[config.mk]
export PLATFORM = sky130hd
export DESIGN_NAME = mem_port_arbiter
export DESIGN_NICKNAME = d
export VERILOG_FILES = /design/src/rtl/mem_arb_pkg.sv /design/src/rtl/arb_wait_timer.sv /design/src/rtl/mem_port_arbiter.sv
export SDC_FILE = /design/constraint.sdc
export NUM_CORES = 1
export LEC_CHECK = 0
export ABC_AREA = 1
export ABC_CLOCK_PERIOD_IN_PS = 2050
export CAP_MARGIN = 15
export CORE_MARGIN = 4
export CORE_UTILIZATION = 35
export CTS_CLUSTER_DIAMETER = 120
export DETAILED_ROUTE_END_ITERATION = 10
export GPL_ROUTABILITY_DRIVEN = 0
export GPL_TIMING_DRIVEN = 0
export HOLD_SLACK_MARGIN = 0.15
export PLACE_DENSITY = 0.76
export SYNTH_ARGS = -nofsm -noshare
export SYNTH_HDL_FRONTEND = slang
export SYNTH_SLANG_ARGS = --single-unit
[constraint.sdc]
create_clock -name clk_i -period 2.05 [get_ports clk_i]
set_input_delay 0.205 -clock clk_i [delete_from_list [all_inputs] [get_ports clk_i]]
set_output_delay 0.205 -clock clk_i [all_outputs]
set_load 0.005 [all_outputs]
[src/rtl/mem_arb_pkg.sv]
// Shared types and grant encoding for the IF/MEM unified-memory arbiter.
package mem_arb_pkg;

  typedef enum logic [1:0] {
    IDLE,
    BUSY_I,
    BUSY_D
  } arb_state_t;

  // Encoding of the round-robin flag: the value stored is the port granted last.
  localparam logic GRANT_IF = 1'b0;
  localparam logic GRANT_DM = 1'b1;

endpackage

[src/rtl/arb_wait_timer.sv]
// Saturating wait counter; hit is high once the count has reached TIMEOUT-1.
module arb_wait_timer #(
  parameter int unsigned TIMEOUT = 1024
) (
  input  logic clk_i,
  input  logic rst_i,
  input  logic clr,
  input  logic en,
  output logic hit
);

  localparam int unsigned CntW = $clog2(TIMEOUT);
  localparam logic [CntW-1:0] CntMax = CntW'(TIMEOUT - 1);

  logic [CntW-1:0] cnt_q;

  assign hit = (cnt_q == CntMax);

  always_ff @(posedge clk_i or negedge rst_i) begin
    if (!rst_i) begin
      cnt_q <= '0;
    end else if (clr) begin
      cnt_q <= '0;
    end else if (en && !hit) begin
      cnt_q <= cnt_q + 1'b1;
    end
  end

endmodule

[src/rtl/mem_port_arbiter.sv]
// Round-robin arbiter sharing one single-port memory between the IF and MEM stages.
module mem_port_arbiter
  import mem_arb_pkg::*;
#(
  parameter int unsigned ADDR_W  = 32,
  parameter int unsigned DATA_W  = 32,
  parameter int unsigned TIMEOUT = 1024
) (
  input  logic              clk_i,
  input  logic              rst_i,
  input  logic              if_req_i,
  input  logic [ADDR_W-1:0] if_addr_i,
  output logic [DATA_W-1:0] if_rdata_o,
  output logic              if_done_o,
  output logic              if_stall_o,
  input  logic              dm_req_i,
  input  logic              dm_we_i,
  input  logic [ADDR_W-1:0] dm_addr_i,
  input  logic [DATA_W-1:0] dm_wdata_i,
  output logic [DATA_W-1:0] dm_rdata_o,
  output logic              dm_done_o,
  output logic              dm_stall_o,
  output logic              mem_req_o,
  output logic              mem_we_o,
  output logic [ADDR_W-1:0] mem_addr_o,
  output logic [DATA_W-1:0] mem_wdata_o,
  input  logic              mem_ack_i,
  input  logic [DATA_W-1:0] mem_rdata_i,
  output logic              err_timeout_o
);

  arb_state_t state_q;
  logic       last_d_q;
  logic       if_elig, dm_elig;
  logic       grant, grant_sel;
  logic       busy, hit;

  // A port in its done cycle still shows its stale request; mask it out.
  assign if_elig    = if_req_i & ~if_done_o;
  assign dm_elig    = dm_req_i & ~dm_done_o;
  assign if_stall_o = if_req_i & ~if_done_o;
  assign dm_stall_o = dm_req_i & ~dm_done_o;

  assign busy      = (state_q != IDLE);
  assign grant     = (state_q == IDLE) & (if_elig | dm_elig);
  assign grant_sel = (dm_elig & (~if_elig | (last_d_q == GRANT_IF))) ? GRANT_DM : GRANT_IF;

  arb_wait_timer #(
    .TIMEOUT(TIMEOUT)
  ) u_wait_timer (
    .clk_i(clk_i),
    .rst_i(rst_i),
    .clr  (grant),
    .en   (busy & ~mem_ack_i),
    .hit  (hit)
  );

  always_ff @(posedge clk_i or negedge rst_i) begin
    if (!rst_i) begin
      state_q       <= IDLE;
      last_d_q      <= GRANT_IF;
      mem_req_o     <= 1'b0;
      mem_we_o      <= 1'b0;
      mem_addr_o    <= '0;
      mem_wdata_o   <= '0;
      if_done_o     <= 1'b0;
      dm_done_o     <= 1'b0;
      if_rdata_o    <= '0;
      dm_rdata_o    <= '0;
      err_timeout_o <= 1'b0;
    end else begin
      if_done_o <= 1'b0;
      dm_done_o <= 1'b0;
      // The transaction keeps waiting after a timeout; the flag only reports it.
      if (busy && !mem_ack_i && hit) begin
        err_timeout_o <= 1'b1;
      end
      unique case (state_q)
        IDLE: begin
          if (grant) begin
            last_d_q  <= grant_sel;
            mem_req_o <= 1'b1;
            if (grant_sel == GRANT_DM) begin
              mem_addr_o  <= dm_addr_i;
              mem_wdata_o <= dm_wdata_i;
              mem_we_o    <= dm_we_i;
              state_q     <= BUSY_D;
            end else begin
              mem_addr_o <= if_addr_i;
              mem_we_o   <= 1'b0;
              state_q    <= BUSY_I;
            end
          end
        end
        BUSY_I: begin
          if (mem_ack_i) begin
            mem_req_o  <= 1'b0;
            if_done_o  <= 1'b1;
            if_rdata_o <= mem_rdata_i;
            state_q    <= IDLE;
          end
        end
        BUSY_D: begin
          if (mem_ack_i) begin
            mem_req_o <= 1'b0;
            dm_done_o <= 1'b1;
            if (!mem_we_o) begin
              dm_rdata_o <= mem_rdata_i;
            end
            state_q <= IDLE;
          end
        end
        default: state_q <= IDLE;
      endcase
    end
  end

endmodule

==> results by stage <==
Yosys:
- The warning count from the yosys run is 0.
- The number of enable flip-flop cells after synthesis is 0.
- Summed over its instances, the top area cell type makes up approximately three fifths of the synthesized netlist area.
- The post-synthesis cell type count is 29.
- The net count of the mapped netlist is just over 800.
- The cell with the most instances after synthesis is sky130_fd_sc_hd__nand2_1.
- In the post-synthesis netlist, the biggest area contributors are sky130_fd_sc_hd__dfrtp_1 58%, sky130_fd_sc_hd__nand2_1 13%, sky130_fd_sc_hd__a21oi_1 5.1%, sky130_fd_sc_hd__nand3_1 3.9%, sky130_fd_sc_hd__o21ai_2 3.8%.
- Summing the sequential cell areas from Yosys gives about 58% of the chip area.
- The cell type with the highest aggregate area in the netlist is sky130_fd_sc_hd__dfrtp_1.
- In the synthesized netlist, the cells that appear most often are 210 x sky130_fd_sc_hd__nand2_1, 146 x sky130_fd_sc_hd__dfrtp_1, 64 x sky130_fd_sc_hd__a21oi_1, 49 x sky130_fd_sc_hd__nand3_1, 46 x sky130_fd_sc_hd__inv_1.
- The main flop type after synthesis is sky130_fd_sc_hd__dfrtp_1.
- Summing every instance area after synthesis gives 0.00626 mm².
- The mean post-synth cell area is 9.06 µm².
- The number of synthesized register bits is between 100 and 150.
- Counting every instance in the synthesized netlist gives between 600 and 700.
- Of all flip-flops after synthesis, the portion carrying an async set or reset was 100%.

Hold path:
- The start point of the worst hold path is dm_addr_i[5].
- The terminating pin of the worst hold path is mem_addr_o[5]$_DFFE_PN0P_.
- The number of stages on the worst hold path is 3.
- In this run the worst hold path is classified as in2reg.

Worst setup path:
- The worst setup path category is reg2reg.
- The worst register-to-register path begins at state_q[0]$_DFFE_PN0P_.
- The slowest stage of the critical path belongs to the cell sky130_fd_sc_hd__dfrtp_1.
- Traced cell by cell, the critical path runs through inv_1, ha_1, buf_2, nand2_2, inv_2, buf_2, nor2_1, a21oi_1.
- The worst setup path is captured at a register.
- The startpoint type of the worst setup path is a register.
- The biggest cell delay along the critical path is about 0.42 ns.
- The reg-to-reg critical path endpoint is mem_addr_o[28]$_DFFE_PN0P_.
- Of all nets on the critical path, the largest fanout is 10.
- The data required time at the worst endpoint is about 2.4 ns.
- The cell with the most instances on the worst path is sky130_fd_sc_hd__buf_2.
- The worst register-to-register path has a setup slack of about 0.20 ns.
- The worst setup path startpoint is state_q[0]$_DFFE_PN0P_.
- Data on the critical path arrives at its endpoint at ~2.2 ns.
- The number of cells on the worst reg-to-reg path is 8.

Routing:
- After detailed routing, the total wire length is approximately 20 mm.
- The detailed router placed approximately 5.8k vias in this run.
- The number of remaining DRC errors is 0.
- After detailed routing, the number of vias per cell comes to approximately 4.7.
- The per-cell routed wire length is about 16 µm.
- Once detail routing completed, the nets flagged for antenna violations numbered 0.
- The first-pass iteration count of the detailed router is 5.
- The number of DRC markers after the initial detailed-route iteration is 170.

CTS:
- Clock tree synthesis inserted a total of 17 buffers.
- The clock latency of the later-clocked register in the worst-skew pair is around 0.42 ns.
- The clock tree from TritonCTS is done.
- The clock passes through at most 2 buffers.
- After clock tree synthesis, the clock-pin slew on the worst setup and hold paths is roughly 0.060 ns.
- The total clock sinks is roughly 150.
- After clock tree synthesis, the setup repair step added 0 buffers.
- The number of gates resized after CTS was 0.
- The cell sitting at the root of the clock tree is a sky130_fd_sc_hd__clkbuf_16.
- The maximum level of the CTS H-tree is 4.

Timing:
- Setup repair after global routing left no endpoint under its margin.
- Dividing the final minimum period by the clock period gives between 90 and 100%.
- The final max-slew violation count came to 0.
- The smallest clock period supported by the final layout is computed as 1.85 ns.
- Setup violations remaining at the end of the flow were counted as 0.
- At the pin with the least slew margin, the transition time is about 0.74 ns.
- The final hold violation count was 0.
- Across the routed clock network, the largest skew measured is roughly 0.01 ns.
- The setup TNS is 0 ns.
- The relative max-transition margin is around 50%.
- Derived from the worst setup path, the maximum achievable clock frequency is around 540 MHz.

Global route:
- The largest net degree at the start of global routing is 79.
- The overall global routing resource usage is between 10% and 20%.
- The initial antenna violation count is 0.
- The first global-routing pass estimated 31.5 mm of wire.
- The number of global-route vias before repair is around 5.8k.
- Global routing finished with a remaining overflow of 0.

Pwr:
- The areal power density over the cells is about 1400 mW/mm².
- The power spent charging and discharging nets is 4.66 mW.
- The largest vdd supply drop is 0.666 mV.
- The static leakage is ~4.6 nW.
- The power share of the combinational group is ~42%.
- The clock network power share is between 20% and 30%.
- The design draws roughly 14 mW.
- Registers are responsible for about a third of the overall power.
- The switching power share of the total is about 33%.
- The internal power of the cells totals around 9.4 mW.

Cells and area:
- The post-layout net count is roughly 1.1k.
- Across the whole layout, storage elements account for about 0.0037 mm².
- Summing all multi-input logic gate instances after layout gives about 0.0021 mm².
- The post-layout instance count excluding filler cells is around 1.2k.
- The number of antenna diodes in the final layout is 0.
- The number of filler instances in the final layout is 1557.
- Compared with the post-synthesis result, the final layout area differs by 57.7%.
- The fraction of layout cells with a size suffix above 1 is between 10% and 20%.

Place:
- The count of port buffers added during placement is approximately 270.
- The number of instances in the placed design is around 1.2k.
- The estimated wirelength of the detail-placed design is ~15 mm.

Floorplan:
- The floorplan step defined a core boundary enclosing between 0.015 and 0.02 mm².
- The row count is 48.
- The floorplan step defined a die boundary enclosing approximately 0.020 mm².
- For this configuration, the core starts out at a cell density of a little over a third.
- From left edge to right edge, the die measures 142 µm.
- In this run the count of I/O pins placed on the die edge is between 200 and 300.
- The die is between 100 and 150 µm tall.

Run:
- The total of max-cap violations is 0.

Run status:
- The run finished with clean final reports.
## how the worst max path moves through the flow
stage               slack [ns]                                 to  depth (start not counted)
global route              0.02         mem_addr_o[25]$_DFFE_PN0P_                          8
CTS                       0.13         mem_addr_o[28]$_DFFE_PN0P_                          8
floorplan                 0.63  u_wait_timer.cnt_q[9]$_DFFE_PN0P_                          8
finish                    0.20         mem_addr_o[28]$_DFFE_PN0P_                          8
detailed placement        0.15         mem_addr_o[28]$_DFFE_PN0P_                          8
global placement         -5.37         mem_addr_o[17]$_DFFE_PN0P_                          1
## layout by cell type (no fill, tap or decap), drive strengths merged, types with 26 or more instances in the layout
| cell | instances |
|---|---|
| dfrtp | 146 |
| nor2 | 45 |
| o21ai | 66 |
| a21oi | 64 |
| inv | 51 |
| clkbuf | 26 |
| nand2 | 216 |
| buf | 37 |
| clkdlybuf4s50 | 267 |
| nand3 | 50 |
## kinds of logic (layout without fill, tap and decap cells)
| group | after synthesis | count (layout) | synth area share, % |
|---|---|---|---|
| buffers and inverters | 89 | 391 | 7.30 |
| and+or+nand+nor | 318 | 318 | 20.9 |
| DFF | 146 | 146 | 58.4 |
| adders and majority gates | 5 | 5 | 0.999 |
| xor gates and xnor gates | 1 | 1 | 0.140 |
| AOI/OAI and AO/OA | 132 | 132 | 12.3 |
## area by class of cell
| class | instances | share of cell area (%) |
|---|---|---|
| sequential | 146 | 37.0 |
| clock buffer | 22 | 4.91 |
| clock inverter | 10 | 1.25 |
| timing repair buffer | 270 | 27.6 |
| multi-input combinational | 456 | 21.8 |
| tap | 225 | 2.85 |
| inverter | 50 | 1.91 |
| buffer | 39 | 2.71 |
## repair_timing
action                                 4_1_cts  5_1_grt
setup endpoints to repair                    0        0
endpoints found under the hold margin       77        0
hold buffers                                 1        0
## stage by stage
| stage | instance area (µm²) | util [%] | setup WS [ns] | hold slack [ns] |
|---|---|---|---|---|
| 2_1_floorplan | 6260 | - | 0.626 | -0.0906 |
| 3_3_place_gp | 9220 | 53.0 | -5.37 | 0.441 |
| 3_5_place_dp | 9250 | 53.1 | 0.149 | 0.299 |
| 4_1_cts | 9870 | 56.7 | 0.130 | 0.319 |
| 5_1_grt | 9870 | 56.7 | 0.0156 | 0.331 |
| 6_report | 9870 | 56.7 | 0.199 | 0.337 |
## critical path, delay by kind of cell (launching register included)
| family | cells | cell delay, ns |
|---|---|---|
| buf+inv | 4 | 0.78 |
| fa+ha+maj | 1 | 0.13 |
| flops | 1 | 0.42 |
| compound gates | 1 | 0.14 |
| simple gates | 2 | 0.29 |
## layer usage
metal / wire length, µm / track usage [%] / vias up / part of all wire [%]
met5: 0 / 0 / - / 0
met4: 372 / 6.41 / 0 / 1.9
met3: 2280 / 9.10 / 23 / 11
met2: 9330 / 32.0 / 241 / 46
met1: 8090 / 24.1 / 2697 / 40
li1: - / - / 2791 / -
## power groups by stage
stage	Combinational, mW	Sequential (mW)	Clock [mW]
after detailed placement	6.01	4.92	0
after floorplan	2.27	4.95	0
after global routing	6.59	5.07	3.39
after global placement	5.91	4.89	0
final	5.94	4.89	3.18
after CTS	6.05	4.90	3.26
## flip-flops by register name, indices dropped and copies added (netlist names)
signal              count
dm_rdata_o             32
if_rdata_o             32
mem_addr_o             32
mem_wdata_o            32
u_wait_timer.cnt_q     10
state_q                 2
dm_done_o               1
err_timeout_o           1
if_done_o               1
last_d_q                1
mem_req_o               1
mem_we_o                1
Power figures use the tool's default switching activity.
